`config.mk`:
```
export PLATFORM = sky130hd
export DESIGN_NAME = seg7_scan_driver
export DESIGN_NICKNAME = d
export VERILOG_FILES = /design/src/rtl/seg7_scan_driver.sv
export SDC_FILE = /design/constraint.sdc
export NUM_CORES = 1
export LEC_CHECK = 0
export ABC_AREA = 1
export CORE_MARGIN = 1.5
export CORE_UTILIZATION = 30
export DETAILED_ROUTE_END_ITERATION = 7
export SLEW_MARGIN = 10
export SYNTH_ARGS = -nofsm -noshare
export SYNTH_HDL_FRONTEND = slang
export SYNTH_SLANG_ARGS = --single-unit
```
`constraint.sdc`:
```
create_clock -name clk -period 9.37 [get_ports clk]
set_clock_uncertainty 0.2 [all_clocks]
set_input_delay 1.874 -clock clk [delete_from_list [all_inputs] [get_ports clk]]
set_output_delay 1.874 -clock clk [all_outputs]
set_load 0.02 [all_outputs]
```
`src/rtl/seg7_scan_driver.sv`:
```
// Four-digit multiplexed 7-segment driver for packed-BCD time words.
// Frame-synchronous value update, leading-zero blanking, per-digit decimal points and blink.
module seg7_scan_driver #(
  parameter int CLOCK_FREQ = 100_000_000,
  parameter int SCAN_HZ    = 1000,
  parameter int BLINK_HZ   = 2,
  parameter int ACTIVE_LOW = 1
) (
  input  logic        clk,
  input  logic        reset,
  input  logic [15:0] value,
  input  logic        load,
  input  logic        blank_lz,
  input  logic [3:0]  dp_mask,
  input  logic        blink_en,
  output logic [3:0]  an,
  output logic [6:0]  seg,
  output logic        dp,
  output logic        frame
);

  localparam int SCAN_DIV   = CLOCK_FREQ / SCAN_HZ;
  localparam int BLINK_HALF = CLOCK_FREQ / (2 * BLINK_HZ);
  localparam int SCAN_W     = (SCAN_DIV > 1) ? $clog2(SCAN_DIV) : 1;
  localparam int BLINK_W    = (BLINK_HALF > 1) ? $clog2(BLINK_HALF) : 1;

  localparam logic [SCAN_W-1:0]  SCAN_LAST  = SCAN_W'(SCAN_DIV - 1);
  localparam logic [BLINK_W-1:0] BLINK_LAST = BLINK_W'(BLINK_HALF - 1);

  // XOR masks that turn active-high patterns into pin levels (and give the dark level).
  localparam logic [3:0] AN_POL  = (ACTIVE_LOW != 0) ? 4'hF  : 4'h0;
  localparam logic [6:0] SEG_POL = (ACTIVE_LOW != 0) ? 7'h7F : 7'h00;
  localparam logic       DP_POL  = (ACTIVE_LOW != 0) ? 1'b1  : 1'b0;

  function automatic logic [6:0] bcd_to_seg(input logic [3:0] nib);
    logic [6:0] s;
    case (nib)
      4'd0:    s = 7'h3F;
      4'd1:    s = 7'h06;
      4'd2:    s = 7'h5B;
      4'd3:    s = 7'h4F;
      4'd4:    s = 7'h66;
      4'd5:    s = 7'h6D;
      4'd6:    s = 7'h7D;
      4'd7:    s = 7'h07;
      4'd8:    s = 7'h7F;
      4'd9:    s = 7'h6F;
      default: s = 7'h40;
    endcase
    return s;
  endfunction

  logic [SCAN_W-1:0]  scan_cnt_q, scan_cnt_d;
  logic [1:0]         digit_q, digit_d;
  logic               frame_q, frame_d;
  logic [15:0]        shadow_q, shadow_d;
  logic [15:0]        pending_q, pending_d;
  logic               pend_valid_q, pend_valid_d;
  logic [BLINK_W-1:0] blink_cnt_q, blink_cnt_d;
  logic               blink_on_q, blink_on_d;
  logic [3:0]         an_q, an_d;
  logic [6:0]         seg_q, seg_d;
  logic               dp_q, dp_d;

  logic               tick_s;
  logic               boundary_s;
  logic               blink_wrap_s;
  logic [3:0]         lz_blank_s;
  logic [3:0]         nib_s;
  logic               lit_s;

  assign tick_s       = (scan_cnt_q == SCAN_LAST);
  assign boundary_s   = tick_s && (digit_q == 2'd3);
  assign blink_wrap_s = (blink_cnt_q == BLINK_LAST);

  // Scan timebase: per-digit dwell counter, digit index and frame pulse.
  always_comb begin
    scan_cnt_d = scan_cnt_q;
    digit_d    = digit_q;
    frame_d    = boundary_s;
    if (tick_s) begin
      scan_cnt_d = {SCAN_W{1'b0}};
      digit_d    = digit_q + 2'd1;
    end else begin
      scan_cnt_d = scan_cnt_q + SCAN_W'(1);
    end
  end

  // Value capture: loads park in pending; shadow only changes at a frame boundary.
  always_comb begin
    pending_d    = pending_q;
    pend_valid_d = pend_valid_q;
    shadow_d     = shadow_q;
    if (load) begin
      pending_d = value;
    end else begin
      pending_d = pending_q;
    end
    if (boundary_s) begin
      pend_valid_d = 1'b0;
      if (load) begin
        shadow_d = value;
      end else if (pend_valid_q) begin
        shadow_d = pending_q;
      end else begin
        shadow_d = shadow_q;
      end
    end else if (load) begin
      pend_valid_d = 1'b1;
    end else begin
      pend_valid_d = pend_valid_q;
    end
  end

  // Blink phase generator; parked in the ON phase while blink is disabled.
  always_comb begin
    blink_cnt_d = blink_cnt_q;
    blink_on_d  = blink_on_q;
    if (blink_en) begin
      if (blink_wrap_s) begin
        blink_cnt_d = {BLINK_W{1'b0}};
        blink_on_d  = ~blink_on_q;
      end else begin
        blink_cnt_d = blink_cnt_q + BLINK_W'(1);
      end
    end else begin
      blink_cnt_d = {BLINK_W{1'b0}};
      blink_on_d  = 1'b1;
    end
  end

  // Leading-zero blanking chains from the left: a digit blanks only if every digit left of it does.
  always_comb begin
    lz_blank_s    = 4'b0000;
    lz_blank_s[3] = blank_lz && (shadow_q[15:12] == 4'h0) && !dp_mask[3];
    lz_blank_s[2] = lz_blank_s[3] && (shadow_q[11:8] == 4'h0) && !dp_mask[2];
    lz_blank_s[1] = lz_blank_s[2] && (shadow_q[7:4] == 4'h0) && !dp_mask[1];
    lz_blank_s[0] = 1'b0;
  end

  // Current-digit nibble select and pin-level output computation.
  always_comb begin
    case (digit_q)
      2'd0:    nib_s = shadow_q[3:0];
      2'd1:    nib_s = shadow_q[7:4];
      2'd2:    nib_s = shadow_q[11:8];
      2'd3:    nib_s = shadow_q[15:12];
      default: nib_s = shadow_q[3:0];
    endcase
    lit_s = !lz_blank_s[digit_q] && blink_on_q;
    if (lit_s) begin
      an_d  = (4'b0001 << digit_q) ^ AN_POL;
      seg_d = bcd_to_seg(nib_s) ^ SEG_POL;
      dp_d  = dp_mask[digit_q] ^ DP_POL;
    end else begin
      an_d  = AN_POL;
      seg_d = SEG_POL;
      dp_d  = DP_POL;
    end
  end

  // State and output registers.
  always_ff @(posedge clk or posedge reset) begin
    if (reset) begin
      scan_cnt_q   <= {SCAN_W{1'b0}};
      digit_q      <= 2'd0;
      frame_q      <= 1'b0;
      shadow_q     <= 16'h0000;
      pending_q    <= 16'h0000;
      pend_valid_q <= 1'b0;
      blink_cnt_q  <= {BLINK_W{1'b0}};
      blink_on_q   <= 1'b1;
      an_q         <= AN_POL;
      seg_q        <= SEG_POL;
      dp_q         <= DP_POL;
    end else begin
      scan_cnt_q   <= scan_cnt_d;
      digit_q      <= digit_d;
      frame_q      <= frame_d;
      shadow_q     <= shadow_d;
      pending_q    <= pending_d;
      pend_valid_q <= pend_valid_d;
      blink_cnt_q  <= blink_cnt_d;
      blink_on_q   <= blink_on_d;
      an_q         <= an_d;
      seg_q        <= seg_d;
      dp_q         <= dp_d;
    end
  end

  assign an    = an_q;
  assign seg   = seg_q;
  assign dp    = dp_q;
  assign frame = frame_q;

endmodule

```
==> Word-level counts from Yosys, hierarchy flattened <==
Memories as Yosys holds them, arrays and structs flattened.
Cells that the tools add are included.
{ "word_totals": {"word_cells": 64, "output_inout_bits": 13, "regBits": 91, "romBits": 112, "n_memories": 1} }
{ "memory_table": {"columns": ["memory", "depth", "width", "rd", "rd_clocked_by_memory_dff", "write_ports", "line", "rtl"], "rows": [
  ["(no name shown)", 16, 7, 1, 0, 0, "37", "case (nib)"]
]} }
{ "op_classes": {"n_eq_ne": 6, "n_reduce_logical": 19, "order_cmp": 1, "shift": 1, "n_bitwise": 4, "muxes": 18, "addsub": 3} }
{ "ops": {"columns": ["operator", "count"], "rows": [
  ["25-bit two-way mux", 2],
  ["16-bit two-way mux", 2],
  ["25-bit by 1-bit adder with 25-bit output (second input constant)", 1],
  ["25-bit == test (second input constant)", 1],
  ["17-bit by 1-bit adder with 17-bit output (second input constant)", 1],
  ["17-bit == test (second input constant)", 1],
  ["17-bit two-way mux", 1],
  ["4-bit case mux with 4 select lines", 1],
  ["7-bit two-way mux", 2],
  ["4-bit zero test", 3],
  ["1-bit logical AND", 8],
  ["1-bit two-way mux", 7],
  ["7-bit NOT", 1],
  ["1-bit binary-select mux with 2-bit select", 2],
  ["2-bit == test (second input constant)", 2],
  ["1-bit zero test", 4],
  ["4-bit two-way mux", 1],
  ["4-bit NOT", 1],
  ["2-bit nonzero test", 2],
  ["1-bit by 2-bit << shifter with 4-bit output (first input constant)", 1],
  ["2-bit by 3-bit < comparator with 1-bit output (second input constant)", 1],
  ["2-bit by 1-bit adder with 2-bit output (second input constant)", 1],
  ["2-bit by 1-bit == test with 1-bit output (second input constant)", 1],
  ["2-bit zero test", 1],
  ["3 further kinds", 4]
]} }

==> Depth between registers and ports, before layout <==
Gate-level depths: netlist of run 1.
{ "depth": {"word_depth": 14, "depth_mapped": 12} }

==> Worst setup path after synthesis of run 1 <==
OpenSTA, ideal clock, no wires.
{ "synth_path": {"path_type": "input port to flip-flop", "startpoint": "input port load", "endpoint": "register shadow_q[15]", "n_path_buf": 3, "setup_ns": 0.117, "t_arrival_ns": 2.765, "path_slack_ns": 6.288, "t_required_ns": 9.053, "stages": 6, "path_cell_list": "buf_2 or2_2 buf_2 buf_2 nand4_1 nand2_1"} }
{ "synth_via": {"elab_chain_cells": 2, "word_cells_on_any_way": 3, "classes_between": "mux: 1; reduce/logical: 2"} }
{ "synth_lines": {"columns": ["element", "line", "rtl"], "rows": [
  ["start: declaration", "12", "input logic load,"],
  ["2-bit nonzero test (no line)", null, null],
  ["2-bit AND reduction (no line)", null, null],
  ["end signal: assignment", "180", "shadow_q <= shadow_d;"],
  ["end: declaration", "56", "logic [15:0] shadow_q, shadow_d;"]
]} }
Parallel ways exist; a longest one is shown, timed or not.
A chain may end at the register's enable or synchronous reset.

==> Worst setup path in the final report of run 1 <==
{ "layout_path": {"startpoint": "register an_q[1] (netlist: an[1])", "endpoint": "output port an[1]"} }
{ "layout_lines": {"columns": ["element", "line", "rtl"], "rows": [
  ["start: declaration", "61", "logic [3:0] an_q, an_d;"],
  ["start signal: assignment", "185", "an_q <= an_d;"],
  ["end: declaration", "16", "output logic [3:0] an,"]
]} }
No word-level cell between the ends.

==> flow_summary.yaml, run 1 <==
outcome:
  outcome: "completed"
timing:
  worst_pin_slew_ns: 0.866
  slew-limit-headroom_pct: 42.3
  final_hold_viol_count: 0
  fin_crit_sh_pct: 38.2
  fin_crit_ns: 3.58
  hold_slack_ns: 0.267
  drv_slew: 0
  grt_setup_unrepaired: "no"
  maxClockFrequency_ghz: 0.279
  setup_viol: 0
  setup_tns_ns: 0
synth:
  synthTopCellsByArea: "dfrtp_1 41%, nand2_1 17%, nor2_1 8.2%, dfstp_2 7.2%, inv_1 4.8%"
  synth_top_area_share_pct: 41.2
  syn_avg_cell_area_sq_um: 7.61
  synth_cell_type_count: 29
  synth_top_cell_by_area: "dfrtp_1"
  synth.yosys.seq_area_share_pct: 48.5
  syn_nets: 659
  yosys_register_bits: 91
  netlist_area_sq_um: 4730
  syn_inst: 622
  synth_warnings: 0
clock_tree:
  hold_buffers: 0
  numClockSinks: 91
  cts_root_buf: "clkbuf_16"
  post_cts_resize_count: 0
  cts_made_buffers: 9
  clock_latency_ns: 0.35
  ctsLongestPathBuffers: 2
  htree_levels: 3
  cts.clk_slew.worst_paths_ns: 0.07
  tritoncts: "yes"
  cts_setup_buffers: 0
floorplanning:
  die_height_um: 129
  die-area_sq_um: 16500
  core_area_sq_um: 15300
  initial_utilization_pct: 30.9
  die_x_um: 129
  rows: 45
  io_pins: 38
layout:
  final_util_pct: 36.8
  drive_gt1_share_pct: 5.88
  multi_input_area_sq_um: 2140
  layout.nets: 695
  final_common_cell: "nand2_1"
  area_growth_pct: 19.0
  diodes: 0
  fillers: 1620
  final_cell_mix: "214 x nand2_1, 104 x nor2_1, 78 x dfrtp_1"
  regArea_sq_um: 2290
setup_path:
  crit_path_top_delay_cell: "clkdlybuf4s50_1"
  path_max_fanout: 1
  r2r-end: "seg[3]"
  critPathRequiredTime_ns: 7.30
  crit_buf_inv: 1
  worstRegToRegCells: 11
  end_kind: "primary output"
  cpPeakStageDelay_ns: 0.64
  r2r_slack_ns: 6.53
  cp-start-kind: "flip-flop"
  crit_family: "buffers and inverters"
  r2r_start: "digit_q[0]"
  worstPathArrival_ns: 1.51
  path_cells: "clkdlybuf4s50_1"
  worstSetupPathType: "flip-flop to primary output"
route:
  vias: 3921
  wl_per_cell_um: 11.8
  drc: 0
  ant_nets: 0
  drt-initial-drc-count: 189
  vias_per_cell: 4.49
  dr.pass1.iters: 5
  wl_um: 10300
grt:
  grtUsageTotal_pct: 13.6
  grt-ovfl-total: 0
  grt_pass1_wl_um: 17500
  antenna_found_initial: 0
  grt_pass1_vias: 3723
  grt_max_degree: 65
power:
  power_leakage_uw: 0.00258
  ir_worst_vdd_mv: 0.145
  p_per_area_nw_per_um2: 153
min_path:
  hold_class: "flip-flop to flip-flop"
  hold_start: "pending_q[12]"
  hold_path_depth: 2
  min_to: "pending_q[12]"
place:
  place_congestion: 0.862
  hpwlAfterDp_um: 7650
  portBuffers: 37
run:
  maxCapViolCount: 0
## kinds of logic after synthesis
group,share of synthesized area (%)
xor+xnor,3.15
simple gates,36.6
buf+inv,6.26
compound gates,2.38
fa+ha+maj,3.17
flops,48.5
## power breakdown
| part | switching (uW) | internal (uW) | total (uW) |
|---|---|---|---|
| combinational | 29.4 | 20.6 | 49.9 |
| clock | 149 | 250 | 399 |
| sequential | 4.08 | 407 | 411 |
| total | 183 | 677 | 860 |
## routing by layer
layer  track usage, %  up-vias  routed length, um
li1                 -     2029                  -
met4             5.55        0                186
met1             17.3     1815               5000
met3             3.28       16                314
met5                0        -                  0
met2             22.3       61               4840
## Yosys cell counts
cell type	instances
nand3b_1	5
nor3_1	6
o31ai_1	1
buf_6	1
a21oi_1	7
xor2_1	13
o22ai_1	1
nand2_2	1
buf_4	2
o21bai_1	1
buf_2	6
nand2_1	214
nor2_1	104
nor2_4	2
nand3_4	1
xnor2_1	4
nor2_2	1
nand4_2	1
nor3b_1	2
dfstp_2	13
clkbuf_1	4
a31oi_1	1
o21ai_0	10
ha_1	12
nand3_1	43
or2_2	4
inv_1	60
nand4_1	24
dfrtp_1	78
## flip-flops by register name, summed over array words and instances (netlist names)
| signal | flops |
|---|---|
| digit_q | 2 |
| an | 4 |
| shadow_q | 16 |
| frame | 1 |
| scan_cnt_q | 17 |
| pend_valid_q | 1 |
| blink_cnt_q | 25 |
| pending_q | 16 |
| dp | 1 |
| seg | 7 |
| blink_on_q | 1 |
## worst reg2reg max path, cell delays in order (launching register included)
cell	delay, ns
dfrtp_1	0.46
ha_1	0.77
nand2_1	0.11
nand2_1	0.10
inv_1	0.05
nand2_1	0.05
o21ai_0	0.21
inv_1	0.18
ha_1	0.24
nand3b_1	0.19
nand3_1	0.10
nand3_1	0.09
## through the flow
stage          instances  worst slack (ns)  power, uW  instance area [sq um]
2_1_floorplan        622              4.95        444                   4730
3_3_place_gp         858              5.54        469                   5310
3_5_place_dp         858              5.48        470                   5310
4_1_cts              874              5.77        874                   5630
5_1_grt              874              5.69        897                   5630
6_report             874              5.79        860                   5630
## how the worst max path moves through the flow
stage	start	cells after the start	slack [ns]	to
2_1_floorplan	reset	1	4.95	blink_cnt_q[0]
3_3_place_gp	load	5	5.54	shadow_q[3]
3_5_place_dp	load	5	5.48	shadow_q[2]
4_1_cts	an[1]	1	5.77	an[1]
5_1_grt	load	5	5.69	shadow_q[3]
6_report	an[1]	1	5.79	an[1]
## layout make-up
type | instances | share of cell area (%)
clock buffer | 13 | 4.62
tap | 211 | 4.69
multi-input combinational | 458 | 38.0
sequential | 91 | 40.7
timing repair buffer | 38 | 6.71
clock inverter | 3 | 1.22
inverter | 60 | 4.02
Note: power is estimated with default switching activity, not from simulation.
==> run 2, diff against run 1 <==
==> constraint.sdc (replaced) <==
create_clock -name clk -period 3 [get_ports clk]
set_clock_uncertainty 0.2 [all_clocks]
set_input_delay 0.6 -clock clk [delete_from_list [all_inputs] [get_ports clk]]
set_output_delay 0.6 -clock clk [all_outputs]
set_load 0.02 [all_outputs]
==> flow_summary.yaml, run 2 (synthesis gave the netlist of run 1 again) <==
outcome:
  outcome: "completed"
timing:
  worst_pin_slew_ns: 0.565
  fin_crit_sh_pct: 82.5
  setup_tns_ns: 0
  fin_crit_ns: 2.47
  slew-limit-headroom_pct: 62.3
  drv_slew: 0
  setup_viol: 0
  final_hold_viol_count: 0
  maxClockFrequency_ghz: 0.404
  grt_setup_unrepaired: "no"
layout:
  area_growth_pct: 20.1
  largestRegisters: "blink_cnt_q: 25 flops, scan_cnt_q: 17 flops"
  multi_input_area_sq_um: 2140
  regMostFlops: "blink_cnt_q"
  final_cell_mix: "214 x nand2_1, 104 x nor2_1, 78 x dfrtp_1"
  diodes: 0
  largest_reg_flops: 25
  fillers: 1642
  layout.nets: 699
  layoutNonFillerInstCount: 878
  final_common_cell: "nand2_1"
  regArea_sq_um: 2290
  drive_gt1_share_pct: 6.75
power:
  p_per_area_nw_per_um2: 478
  power_leakage_uw: 0.00260
  ir_worst_vdd_mv: 0.602
route:
  wl_um: 10400
  wl_per_cell_um: 11.9
  ant_nets: 0
  top_layer: "met4"
  dr.pass1.iters: 5
  wl_met1_um: 5000
  drt-initial-drc-count: 234
  dr_wl_met2_um: 4710
  vias: 3878
  routed-wl-met3_um: 442
  drc: 0
  vias_per_cell: 4.42
clock_tree:
  cts_setup_buffers: 0
  cts.clk_slew.worst_paths_ns: 0.07
  tritoncts: "yes"
  cts_root_buf: "clkbuf_16"
  numClockSinks: 91
  ctsLongestPathBuffers: 2
  hold_buffers: 0
  htree_levels: 3
  cts_made_buffers: 9
  clock_latency_ns: 0.36
  post_cts_resize_count: 0
floorplanning:
  io_pins: 38
  die_x_um: 129
  initial_utilization_pct: 30.9
  rows: 45
  core_area_sq_um: 15300
  die-area_sq_um: 16500
  die_height_um: 129
setup_path:
  cp-start-kind: "flip-flop"
  end_kind: "flip-flop"
  path_cells: "inv_1 -> ha_1 -> inv_1 -> o21ai_0 -> inv_1 -> ha_1 -> nand3b_1 -> nand3_1 -> nand3_1"
  crit_buf_inv: 3
  crit_path_top_delay_cell: "dfrtp_1"
  cpPeakStageDelay_ns: 0.44
  worstSetupPathType: "flip-flop to flip-flop"
  path_max_fanout: 7
  crit_path_frequent_cell: "inv_1"
  worstPathArrival_ns: 2.53
  crit_family: "adder cells"
  critPathRequiredTime_ns: 3.06
grt:
  grtUsageTotal_pct: 14.1
  grt_pass1_wl_um: 17900
  grt_pass1_vias: 3743
  grt_max_degree: 92
  antenna_found_initial: 0
  grt-ovfl-total: 0
run:
  maxCapViolCount: 0
place:
  dp_cells: 862
  hpwlAfterDp_um: 7680
  portBuffers: 37
  place_congestion: 0.845
min_path:
  hold_class: "flip-flop to flip-flop"
==> run 2: cell types whose count changed in the layout (fill, tap and decap cells not counted), sizes merged <==
cell / delta
buf: +4
clkinvlp: +3
clkinv: -1
clkbuf: -2
==> run 2: worst paths after layout <==
check,from,to,slack (ns),cells after the start
worst max register to register,digit_q[0],seg[3],0.53,9
min in group asynchronous,reset,blink_cnt_q[15],0.53,3
worst max-delay path,digit_q[0],seg[3],0.53,9
max in group asynchronous,reset,seg[2],1.66,3
worst min-delay path,scan_cnt_q[0],scan_cnt_q[0],0.26,1
worst min register to register,scan_cnt_q[0],scan_cnt_q[0],0.26,1
==> run 2: metal layers <==
metal | global-route usage, % | vias to the layer above
met5 | 0 | -
met2 | 21.7 | 77
met4 | 6.41 | 0
met3 | 3.37 | 19
met1 | 18.7 | 1748
li1 | - | 2034
==> run 2: power breakdown <==
group / switching (uW) / internal (uW)
sequential: 14.2 / 1270
combinational: 91.8 / 67.0
clock: 494 / 778
==> run 2: through the flow <==
stage,total power (uW),instance area (sq um),worst slack (ns),hold WS [ns],util (%)
after floorplan,1390,4740,0.775,0.231,-
after global placement,1470,5350,0.595,0.252,34.9
after detailed placement,1470,5350,0.540,0.257,34.9
after CTS,2760,5690,0.523,0.266,37.1
after global routing,2830,5690,0.226,0.305,37.1
final,2720,5690,0.526,0.263,37.1
==> run 2: final cells by class <==
cell class,instances,area share (%)
clock inverters,5,1.47
multi-input cells,458,37.7
well taps,211,4.64
clock buffers,11,4.44
flip-flops and latches,91,40.3
inverters,60,4.03
repair buffers,42,7.39
==> run 3, diff against run 2 <==
==> constraint.sdc (replaced) <==
create_clock -name clk -period 2.6 [get_ports clk]
set_clock_uncertainty 0.2 [all_clocks]
set_input_delay 0.52 -clock clk [delete_from_list [all_inputs] [get_ports clk]]
set_output_delay 0.52 -clock clk [all_outputs]
set_load 0.02 [all_outputs]
==> flow_summary.yaml, run 3 (synthesis gave the netlist of run 1 again) <==
grt:
  grt-ovfl-total: 0
  grt_max_degree: 92
  grt_pass1_wl_um: 18200
  grtUsageTotal_pct: 14.0
  grt_pass1_vias: 3800
  antenna_found_initial: 0
clock_tree:
  hold_buffers: 0
  tritoncts: "yes"
  cts_made_buffers: 9
  numClockSinks: 91
  cts.clk_slew.worst_paths_ns: 0.07
  clock_latency_ns: 0.35
  ctsLongestPathBuffers: 2
  cts_root_buf: "clkbuf_16"
  htree_levels: 3
timing:
  grt_setup_unrepaired: "no"
  hold_slack_ns: 0.256
  fin_crit_sh_pct: 86.6
  setup_tns_ns: 0
  setup_viol: 0
  finalWorstSetupSlack_ns: 0.348
  worst_pin_slew_ns: 0.483
  maxClockFrequency_ghz: 0.444
  final_hold_viol_count: 0
  drv_slew: 0
  slew-limit-headroom_pct: 67.8
  fin_crit_ns: 2.25
setup_path:
  cpPeakStageDelay_ns: 0.45
  path_cells: "inv_1 -> ha_1 -> nand2_1 -> nand2_1 -> nor2_1 -> nor2_2 -> inv_1 -> ha_1 -> nand3b_1 -> nand3_1 -> nand3_1"
  r2r_start: "digit_q[0]"
  worstRegToRegCells: 11
  critPathRequiredTime_ns: 2.66
  r2r_slack_ns: 0.35
  worstSetupPathType: "flip-flop to flip-flop"
  cp-start-kind: "flip-flop"
  end_kind: "flip-flop"
  path_max_fanout: 7
  crit_path_top_delay_cell: "dfrtp_1"
  r2r-end: "seg[3]"
  worstPathArrival_ns: 2.31
layout:
  area_growth_pct: 20.8
  largest_reg_flops: 25
  largestRegisters: "blink_cnt_q: 25 flops, scan_cnt_q: 17 flops"
  layout.nets: 704
  final_cell_mix: "214 x nand2_1, 103 x nor2_1, 78 x dfrtp_1"
  final_area_sq_um: 5720
  fillers: 1644
  regMostFlops: "blink_cnt_q"
  final_common_cell: "nand2_1"
  drive_gt1_share_pct: 7.59
  diodes: 0
run:
  maxCapViolCount: 0
route:
  drt-initial-drc-count: 195
  ant_nets: 0
  dr.pass1.iters: 5
  wl_um: 10400
  vias: 3897
  wl_per_cell_um: 11.8
  vias_per_cell: 4.41
  drc: 0
power:
  ir_worst_vdd_mv: 0.329
  power_leakage_uw: 0.00261
  p_per_area_nw_per_um2: 541
  total_power_uw: 3090
outcome:
  outcome: "completed"
place:
  placed_cell_area_sq_um: 5390
  portBuffers: 37
  dp_slack_ns: 0.284
  hpwlAfterDp_um: 7720
  place_congestion: 0.826
floorplanning:
  die_height_um: 129
  die_x_um: 129
  io_pins: 38
  rows: 45
  die-area_sq_um: 16500
  core_area_sq_um: 15300
  initial_utilization_pct: 30.9
min_path:
  hold_class: "flip-flop to flip-flop"
  hold_path_depth: 1
  hold_start: "scan_cnt_q[0]"
  min_to: "scan_cnt_q[0]"
run 3: repair_timing:
item	CTS	global route
gates resized for setup	0	1
setup buffers	0	0
endpoints found under the setup margin	0	1
run 3: worst max path at each step:
stage                from      to  slack (ns)  cells past startpoint
4_1_cts        digit_q[0]  seg[3]        0.27                     11
2_1_floorplan  digit_q[0]  seg[3]        0.37                      9
3_3_place_gp   digit_q[0]  seg[3]        0.35                     11
6_report       digit_q[0]  seg[3]        0.35                     11
3_5_place_dp   digit_q[0]  seg[3]        0.28                     11
5_1_grt        digit_q[0]  seg[3]        0.12                     11
run 3: final cells by class:
class	instances	area, sq um	share of cell area, %
Inverter	60	229	4.01
Tap cell	211	264	4.62
Clock buffer	9	225	3.94
Timing Repair Buffer	47	458	8.01
Multi-Input combinational cell	458	2150	37.5
Sequential cell	91	2290	40.1
Clock inverter	7	100	1.75
run 3: power by group:
group	internal (uW)	switching (uW)	leakage, uW
clock	847	580	0.000148
sequential	1470	16.1	0.00118
combinational	78.3	106	0.00129
run 3: metrics by stage:
step,util [%],instances
3_5_place_dp,35.2,867
4_1_cts,37.3,883
2_1_floorplan,-,622
6_report,37.3,883
5_1_grt,37.3,883
3_3_place_gp,35.2,867
run 3: routing by layer:
layer,vias up,GRT usage (%),wire [um]
li1,2046,-,-
met3,9,3.28,331
met5,-,0,0
met2,60,23.1,4910
met1,1782,18.2,4980
met4,0,4.43,157
run 3: critical path, delay by kind of cell (launching register included):
family	cells	cell delay, ns
fa+ha+maj	2	0.55
flops	1	0.45
buf+inv	2	0.30
simple gates	7	0.65
